`config.mk`:
```
export PLATFORM = sky130hd
export DESIGN_NAME = cbfp_seq_flat
export DESIGN_NICKNAME = d
export VERILOG_FILES = /design/src/rtl/cbfp_pkg.sv /design/src/rtl/cbfp_seq_if.sv /design/src/rtl/cbfp_seq.sv /design/src/flat_wrapper.sv
export SDC_FILE = /design/constraint.sdc
export NUM_CORES = 1
export LEC_CHECK = 0
export CORE_ASPECT_RATIO = 1.2
export CORE_MARGIN = 1.5
export CORE_UTILIZATION = 45
export CTS_BUF_LIST = sky130_fd_sc_hd__clkbuf_8
export CTS_CLUSTER_DIAMETER = 40
export DETAILED_ROUTE_END_ITERATION = 8
export PLACE_DENSITY = 0.7
export SLEW_MARGIN = 20
export SYNTH_ARGS = -nofsm -noshare
export SYNTH_HDL_FRONTEND = slang
export SYNTH_SLANG_ARGS = --single-unit
```
`constraint.sdc`:
```
create_clock -name clk -period 2.05 [get_ports clk]
set_input_delay 0.41 -clock clk [delete_from_list [all_inputs] [get_ports clk]]
set_output_delay 0.41 -clock clk [all_outputs]
set_load 0.02 [all_outputs]
```
`src/rtl/cbfp_pkg.sv`:
```
// rtl/cbfp_pkg.sv - shared types and defaults for the CBFP frame sequencer
// Holds the sequencer state encoding, default frame geometry and timeout,
// the exponent-table address width and the 5-bit block-exponent type.
package cbfp_pkg;

    localparam int FRAME_CYC_DEF = 32;
    localparam int BLK_CYC_DEF   = 4;
    localparam int TMO_CYC_DEF   = 127;
    localparam int IDX_AW        = 3;

    typedef logic [4:0] exp_t;

    typedef enum logic [1:0] {
        ST_IDLE  = 2'd0,
        ST_FEED  = 2'd1,
        ST_DRAIN = 2'd2,
        ST_DONE  = 2'd3
    } state_e;

endpackage

```
`src/rtl/cbfp_seq_if.sv`:
```
// rtl/cbfp_seq_if.sv - signal bundle between the CBFP sequencer and its environment
// Ports (slave = sequencer view):
//   in : start, src_valid, cbfp_do_en, cbfp_index, err_clr
//   out: cbfp_di_en, idx_we, idx_addr, idx_data, busy, frame_done,
//        frame_cnt, err_gap, err_tmo
interface cbfp_seq_if;
    import cbfp_pkg::*;

    logic              start;
    logic              src_valid;
    logic              cbfp_di_en;
    logic              cbfp_do_en;
    exp_t              cbfp_index;
    logic              idx_we;
    logic [IDX_AW-1:0] idx_addr;
    exp_t              idx_data;
    logic              busy;
    logic              frame_done;
    logic [7:0]        frame_cnt;
    logic              err_gap;
    logic              err_tmo;
    logic              err_clr;

    modport slave (
        input  start, src_valid, cbfp_do_en, cbfp_index, err_clr,
        output cbfp_di_en, idx_we, idx_addr, idx_data, busy, frame_done,
               frame_cnt, err_gap, err_tmo
    );

    modport master (
        output start, src_valid, cbfp_do_en, cbfp_index, err_clr,
        input  cbfp_di_en, idx_we, idx_addr, idx_data, busy, frame_done,
               frame_cnt, err_gap, err_tmo
    );

endinterface

```
`src/rtl/cbfp_seq.sv`:
```
// rtl/cbfp_seq.sv - frame sequencer feeding a CBFP stage and logging block exponents
// Ports: clk, rstn (async, active-low), bus (cbfp_seq_if.slave).
// Feeds FRAME_CYC cycles of upstream data into the CBFP stage, then counts
// the stage's output cycles and writes one exponent per BLK_CYC-cycle block
// into the exponent table. Gaps in upstream data and a stalled drain are
// flagged with sticky error bits and abort the frame.
module cbfp_seq
    import cbfp_pkg::*;
#(
    parameter int FRAME_CYC = FRAME_CYC_DEF,
    parameter int BLK_CYC   = BLK_CYC_DEF,
    parameter int TMO_CYC   = TMO_CYC_DEF
) (
    input  logic       clk,
    input  logic       rstn,
    cbfp_seq_if.slave  bus
);

    localparam int CNT_W = $clog2(FRAME_CYC);
    localparam int TMO_W = $clog2(TMO_CYC + 1);
    localparam logic [CNT_W-1:0] CNT_LAST = CNT_W'(FRAME_CYC - 1);
    localparam logic [TMO_W-1:0] TMO_LIM  = TMO_W'(TMO_CYC);

    state_e            state_q, state_d;
    logic [CNT_W-1:0]  feed_cnt_q, feed_cnt_d;
    logic [CNT_W-1:0]  drain_cnt_q, drain_cnt_d;
    logic [TMO_W-1:0]  tmo_cnt_q, tmo_cnt_d;
    logic              di_en_q, di_en_d;
    logic              idx_we_q, idx_we_d;
    logic [IDX_AW-1:0] idx_addr_q, idx_addr_d;
    exp_t              idx_data_q, idx_data_d;
    logic              frame_done_q, frame_done_d;
    logic [7:0]        frame_cnt_q, frame_cnt_d;
    logic              err_gap_q, err_gap_d;
    logic              err_tmo_q, err_tmo_d;

    always_comb begin
        state_d      = state_q;
        feed_cnt_d   = feed_cnt_q;
        drain_cnt_d  = drain_cnt_q;
        tmo_cnt_d    = tmo_cnt_q;
        di_en_d      = 1'b0;
        idx_we_d     = 1'b0;
        idx_addr_d   = idx_addr_q;
        idx_data_d   = idx_data_q;
        frame_done_d = 1'b0;
        frame_cnt_d  = frame_cnt_q;
        // Clear first so that a same-cycle error set below takes priority.
        err_gap_d    = err_gap_q & ~bus.err_clr;
        err_tmo_d    = err_tmo_q & ~bus.err_clr;

        unique case (state_q)
            ST_IDLE: begin
                if (bus.start && bus.src_valid) begin
                    state_d    = ST_FEED;
                    feed_cnt_d = '0;
                    di_en_d    = 1'b1;
                end
            end
            ST_FEED: begin
                if (!bus.src_valid) begin
                    err_gap_d = 1'b1;
                    state_d   = ST_IDLE;
                end else if (feed_cnt_q == CNT_LAST) begin
                    state_d     = ST_DRAIN;
                    drain_cnt_d = '0;
                    tmo_cnt_d   = '0;
                end else begin
                    feed_cnt_d = feed_cnt_q + 1'b1;
                    di_en_d    = 1'b1;
                end
            end
            ST_DRAIN: begin
                if (bus.cbfp_do_en) begin
                    tmo_cnt_d = '0;
                    // First output cycle of each block carries that block's exponent.
                    if ((32'(drain_cnt_q) % BLK_CYC) == 0) begin
                        idx_we_d   = 1'b1;
                        idx_addr_d = IDX_AW'(32'(drain_cnt_q) / BLK_CYC);
                        idx_data_d = bus.cbfp_index;
                    end
                    if (drain_cnt_q == CNT_LAST) begin
                        state_d      = ST_DONE;
                        frame_done_d = 1'b1;
                        frame_cnt_d  = frame_cnt_q + 1'b1;
                    end else begin
                        drain_cnt_d = drain_cnt_q + 1'b1;
                    end
                end else begin
                    tmo_cnt_d = tmo_cnt_q + 1'b1;
                    if (tmo_cnt_d == TMO_LIM) begin
                        err_tmo_d = 1'b1;
                        state_d   = ST_IDLE;
                    end
                end
            end
            ST_DONE: begin
                state_d = ST_IDLE;
            end
            default: begin
                state_d = ST_IDLE;
            end
        endcase
    end

    always_ff @(posedge clk or negedge rstn) begin
        if (!rstn) begin
            state_q      <= ST_IDLE;
            feed_cnt_q   <= '0;
            drain_cnt_q  <= '0;
            tmo_cnt_q    <= '0;
            di_en_q      <= 1'b0;
            idx_we_q     <= 1'b0;
            idx_addr_q   <= '0;
            idx_data_q   <= '0;
            frame_done_q <= 1'b0;
            frame_cnt_q  <= '0;
            err_gap_q    <= 1'b0;
            err_tmo_q    <= 1'b0;
        end else begin
            state_q      <= state_d;
            feed_cnt_q   <= feed_cnt_d;
            drain_cnt_q  <= drain_cnt_d;
            tmo_cnt_q    <= tmo_cnt_d;
            di_en_q      <= di_en_d;
            idx_we_q     <= idx_we_d;
            idx_addr_q   <= idx_addr_d;
            idx_data_q   <= idx_data_d;
            frame_done_q <= frame_done_d;
            frame_cnt_q  <= frame_cnt_d;
            err_gap_q    <= err_gap_d;
            err_tmo_q    <= err_tmo_d;
        end
    end

    assign bus.cbfp_di_en = di_en_q;
    assign bus.idx_we     = idx_we_q;
    assign bus.idx_addr   = idx_addr_q;
    assign bus.idx_data   = idx_data_q;
    assign bus.busy       = (state_q != ST_IDLE);
    assign bus.frame_done = frame_done_q;
    assign bus.frame_cnt  = frame_cnt_q;
    assign bus.err_gap    = err_gap_q;
    assign bus.err_tmo    = err_tmo_q;

endmodule

```
`src/flat_wrapper.sv`:
```
// flat-port wrapper written by rule: the top's interface ports become plain ports
module cbfp_seq_flat import cbfp_pkg::*;
#(
    parameter int FRAME_CYC = FRAME_CYC_DEF,
    parameter int BLK_CYC   = BLK_CYC_DEF,
    parameter int TMO_CYC   = TMO_CYC_DEF
)
  (clk, rstn, bus_start, bus_src_valid, bus_cbfp_do_en, bus_cbfp_index, bus_err_clr, bus_cbfp_di_en, bus_idx_we, bus_idx_addr, bus_idx_data, bus_busy, bus_frame_done, bus_frame_cnt, bus_err_gap, bus_err_tmo);
  cbfp_seq_if bus_i ();
  input  logic clk;
  input  logic rstn;
  input wire logic [$bits(bus_i.start)-1:0] bus_start;
  input wire logic [$bits(bus_i.src_valid)-1:0] bus_src_valid;
  input wire logic [$bits(bus_i.cbfp_do_en)-1:0] bus_cbfp_do_en;
  input wire logic [$bits(bus_i.cbfp_index)-1:0] bus_cbfp_index;
  input wire logic [$bits(bus_i.err_clr)-1:0] bus_err_clr;
  output wire logic [$bits(bus_i.cbfp_di_en)-1:0] bus_cbfp_di_en;
  output wire logic [$bits(bus_i.idx_we)-1:0] bus_idx_we;
  output wire logic [$bits(bus_i.idx_addr)-1:0] bus_idx_addr;
  output wire logic [$bits(bus_i.idx_data)-1:0] bus_idx_data;
  output wire logic [$bits(bus_i.busy)-1:0] bus_busy;
  output wire logic [$bits(bus_i.frame_done)-1:0] bus_frame_done;
  output wire logic [$bits(bus_i.frame_cnt)-1:0] bus_frame_cnt;
  output wire logic [$bits(bus_i.err_gap)-1:0] bus_err_gap;
  output wire logic [$bits(bus_i.err_tmo)-1:0] bus_err_tmo;
  assign bus_i.start = bus_start;
  assign bus_i.src_valid = bus_src_valid;
  assign bus_i.cbfp_do_en = bus_cbfp_do_en;
  assign bus_i.cbfp_index = bus_cbfp_index;
  assign bus_i.err_clr = bus_err_clr;
  assign bus_cbfp_di_en = bus_i.cbfp_di_en;
  assign bus_idx_we = bus_i.idx_we;
  assign bus_idx_addr = bus_i.idx_addr;
  assign bus_idx_data = bus_i.idx_data;
  assign bus_busy = bus_i.busy;
  assign bus_frame_done = bus_i.frame_done;
  assign bus_frame_cnt = bus_i.frame_cnt;
  assign bus_err_gap = bus_i.err_gap;
  assign bus_err_tmo = bus_i.err_tmo;
  cbfp_seq #(.FRAME_CYC(FRAME_CYC), .BLK_CYC(BLK_CYC), .TMO_CYC(TMO_CYC)) u_core (.clk(clk), .rstn(rstn), .bus(bus_i));
endmodule
```
==> flow_metrics.env <==
export IMPL_clockRootBuffer="clkbuf_8"
export IMPL_grt_ovfl_total=0
export IMPL_drive_gt1_share_pct=14.65
export IMPL_cts_buffers=5
export IMPL_syn_nets=179
export IMPL_cap_violations=0
export IMPL_hold_class="primary input to asynchronous set/reset pin"
export IMPL_nets=216
export IMPL_max_freq_mhz=519.1
export IMPL_fin_ws_ns=0.1234
export IMPL_timing_rr_start="u_core.drain_cnt_q[0]"
export IMPL_cts_tree="built"
export IMPL_setup_viol=0
export IMPL_grt_pass1_wl_mm=6.003
export IMPL_finalSetupTns_ns=0
export IMPL_antenna_found_initial=0
export IMPL_cts_sinks=40
export IMPL_min_period_ns=1.927
export IMPL_start_util_pct=47.02
export IMPL_routed_wl_mm=3.463
export IMPL_ys_flop_type="dfrtp_1"
export IMPL_portBuffers=32
export IMPL_grt_max_degree=41
export IMPL_syn_area_um2=1868
export IMPL_hold_buffers=0
export IMPL_dr_first_iter_drc_count=81
export IMPL_synth_cell_types=39
export IMPL_cp_required_ns=1.64
export IMPL_ioPinCount=33
export IMPL_die_area_um2=4548
export IMPL_crit_path_start="u_core.state_q[0]"
export IMPL_ff2ff_setup_slack_ns=0.16
export IMPL_ir_drop_uv=452.1
export IMPL_r2r_end="u_core.drain_cnt_q[0]"
export IMPL_syn_to_final_growth_pct=24.98
export IMPL_die_height_um=73.58
export IMPL_gr_usage_all_layers_pct=17.86
export IMPL_maxSlewViolCount=0
export IMPL_synth_seq_cells=40
export IMPL_rsz0062_at_grt="no"
export IMPL_p_per_area_nw_per_um2=628.3
export IMPL_syn_instance_count=160
export IMPL_status="complete, no violations"
export IMPL_cts_setup_buffers=0
export IMPL_finalPower_mw=1.467
export IMPL_endpoint_kind="primary output"
export IMPL_startpoint_type="flip-flop"
export IMPL_wl_per_cell_um=13.74
export IMPL_ant_nets=0
export IMPL_grt_pass1_vias=1310
export IMPL_vias_per_cell=5.206
export IMPL_core_um2=3973
export IMPL_postLayoutCoreUtil_pct=58.77
export IMPL_synthArstFlopShare_pct=100.0
export IMPL_dr_total_vias=1312
export IMPL_max_slew_margin_pct=66.94
export IMPL_globalplace_congestion=0.8291
export IMPL_drc=0
export IMPL_fin_crit_sh_pct=93.98
export IMPL_crit_end="bus_busy"
export IMPL_antenna_cells=0
export IMPL_clkLatencyLatePin_ns=0.29
export IMPL_place_hpwl_mm=2.555
export IMPL_drtPass1Iterations=4
export IMPL_ys_warn_count=0
export IMPL_post_place_ws_ns=0.04955
export IMPL_rows=25
export IMPL_critical_path_class="flip-flop to primary output"
export IMPL_hold_viol=0
export IMPL_fin_skew_ns=0.004071
export IMPL_htreeDepth=2
export IMPL_ys_seq_area_share_pct=53.58
export IMPL_p_leak_nw=1.123
export IMPL_synth_edf_count=0
export IMPL_critPathMaxFanout=10
export IMPL_syn_area_per_cell_um2=11.68
export IMPL_clk_path_buf_depth=2
export IMPL_fp_dieW_um=61.82
export IMPL_cts_resized=0
export IMPL_reg2regPathDepth=6
export IMPL_arrival_ns=1.52
export IMPL_worst_pin_slew_ns=0.4958
export IMPL_clk_pin_slew_ns=0.08
-- critical path, stage by stage (launching register included) --
cell	delay, ns
dfrtp_1	0.47
nor2_1	0.10
inv_1	0.06
clkdlybuf4s50_1	0.60
-- cell usage in the layout (no fill, tap or decap), types with 2 or more instances in the layout --
cell             synthesis  routed
and3_1                   5       5
xor2_1                   7       7
or3_1                    2       2
o21ai_0                  9       9
a31oi_1                  2       2
dfrtp_1                 40      40
nand2_1                 10      10
a22o_1                   3       3
nand3_2                  4       4
inv_1                    9      10
o22ai_1                  2       2
mux2_2                  11      11
and4b_1                  3       3
buf_4                    1       3
nor2_1                  12      12
nand4_1                  4       4
clkbuf_8                 0       6
ha_1                     8       8
clkdlybuf4s50_1          0      31
xnor2_1                  5       5
o31ai_1                  3       3
-- Yosys cell counts, drive strengths merged (2+ instances only) --
cell,number,area (um2)
o22ai,2,12.51
xor2,7,61.31
dfrtp,40,1001
buf,3,23.77
ha,8,100.1
o21ai,9,45.04
nand4,4,25.02
a22o,3,26.28
or3,2,12.51
and4bb,2,25.02
nand3,5,45.04
xnor2,5,43.79
inv,9,33.78
mux2,11,123.9
o31ai,3,22.52
nor2,13,51.30
and3,5,31.28
and4b,3,30.03
a31oi,2,12.51
nand2,10,37.54
clkbuf,2,8.750
-- routing by layer --
metal | vias to the layer above | track usage (%) | wire length [um]
met5 | - | 0 | 0
met3 | 4 | 4.225 | 123
met4 | 0 | 6.619 | 36
li1 | 633 | - | -
met1 | 648 | 23.58 | 1478
met2 | 27 | 28.19 | 1823
-- how the worst min path moves through the flow --
| stage | depth (start not counted) | startpoint | to | slack [ns] |
|---|---|---|---|---|
| 2_1_floorplan | 0 | rstn | u_core.bus.cbfp_di_en | 0.11 |
| 3_3_place_gp | 1 | u_core.bus.frame_cnt[7] | u_core.bus.frame_cnt[7] | 0.46 |
| 3_5_place_dp | 1 | u_core.bus.frame_cnt[7] | u_core.bus.frame_cnt[7] | 0.48 |
| 4_1_cts | 2 | rstn | u_core.bus.frame_cnt[3] | 0.18 |
| 5_1_grt | 2 | rstn | u_core.feed_cnt_q[0] | 0.22 |
| 6_report | 2 | rstn | u_core.feed_cnt_q[1] | 0.16 |
-- report_power, final --
group	switching [mW]	total, mW	internal [mW]
clock network	0.266	0.534	0.268
registers	0.0188	0.828	0.809
logic	0.0524	0.105	0.0522
total	0.337	1.47	1.13
-- sequential cells by signal, indices dropped and copies added, names as in the netlist --
signal	flops
u_core.bus.cbfp_di_en	1
u_core.bus.err_gap	1
u_core.bus.err_tmo	1
u_core.bus.frame_cnt	8
u_core.bus.frame_done	1
u_core.bus.idx_addr	3
u_core.bus.idx_data	5
u_core.bus.idx_we	1
u_core.drain_cnt_q	5
u_core.feed_cnt_q	5
u_core.state_q	2
u_core.tmo_cnt_q	7
-- cells by family after synthesis --
logic type,share of synthesized area (%)
adders and majority gates,5.359
muxes,6.631
AOI/OAI and AO/OA,8.105
and+or+nand+nor,17.15
buffers and inverters,3.549
xor gates and xnor gates,5.626
DFF,53.58
-- final cells by class --
cell class | count | area (um2)
well taps | 54 | 67.56
flip-flops and latches | 40 | 1001
inverters | 9 | 33.78
fillers | 354 | 1638
clock buffers | 6 | 82.58
repair buffers | 35 | 337.8
clock inverters | 2 | 11.26
multi-input cells | 106 | 800.8
-- per-stage QoR --
| step | std cells | cell area (um2) | hold WS [ns] |
|---|---|---|---|
| after floorplan | 160 | 1868 | 0.1144 |
| after global placement | 244 | 2241 | 0.4614 |
| after detailed placement | 244 | 2241 | 0.4819 |
| after CTS | 252 | 2335 | 0.1808 |
| after global routing | 252 | 2335 | 0.2246 |
| final | 252 | 2335 | 0.1601 |
Power figures use the tool's default switching activity.
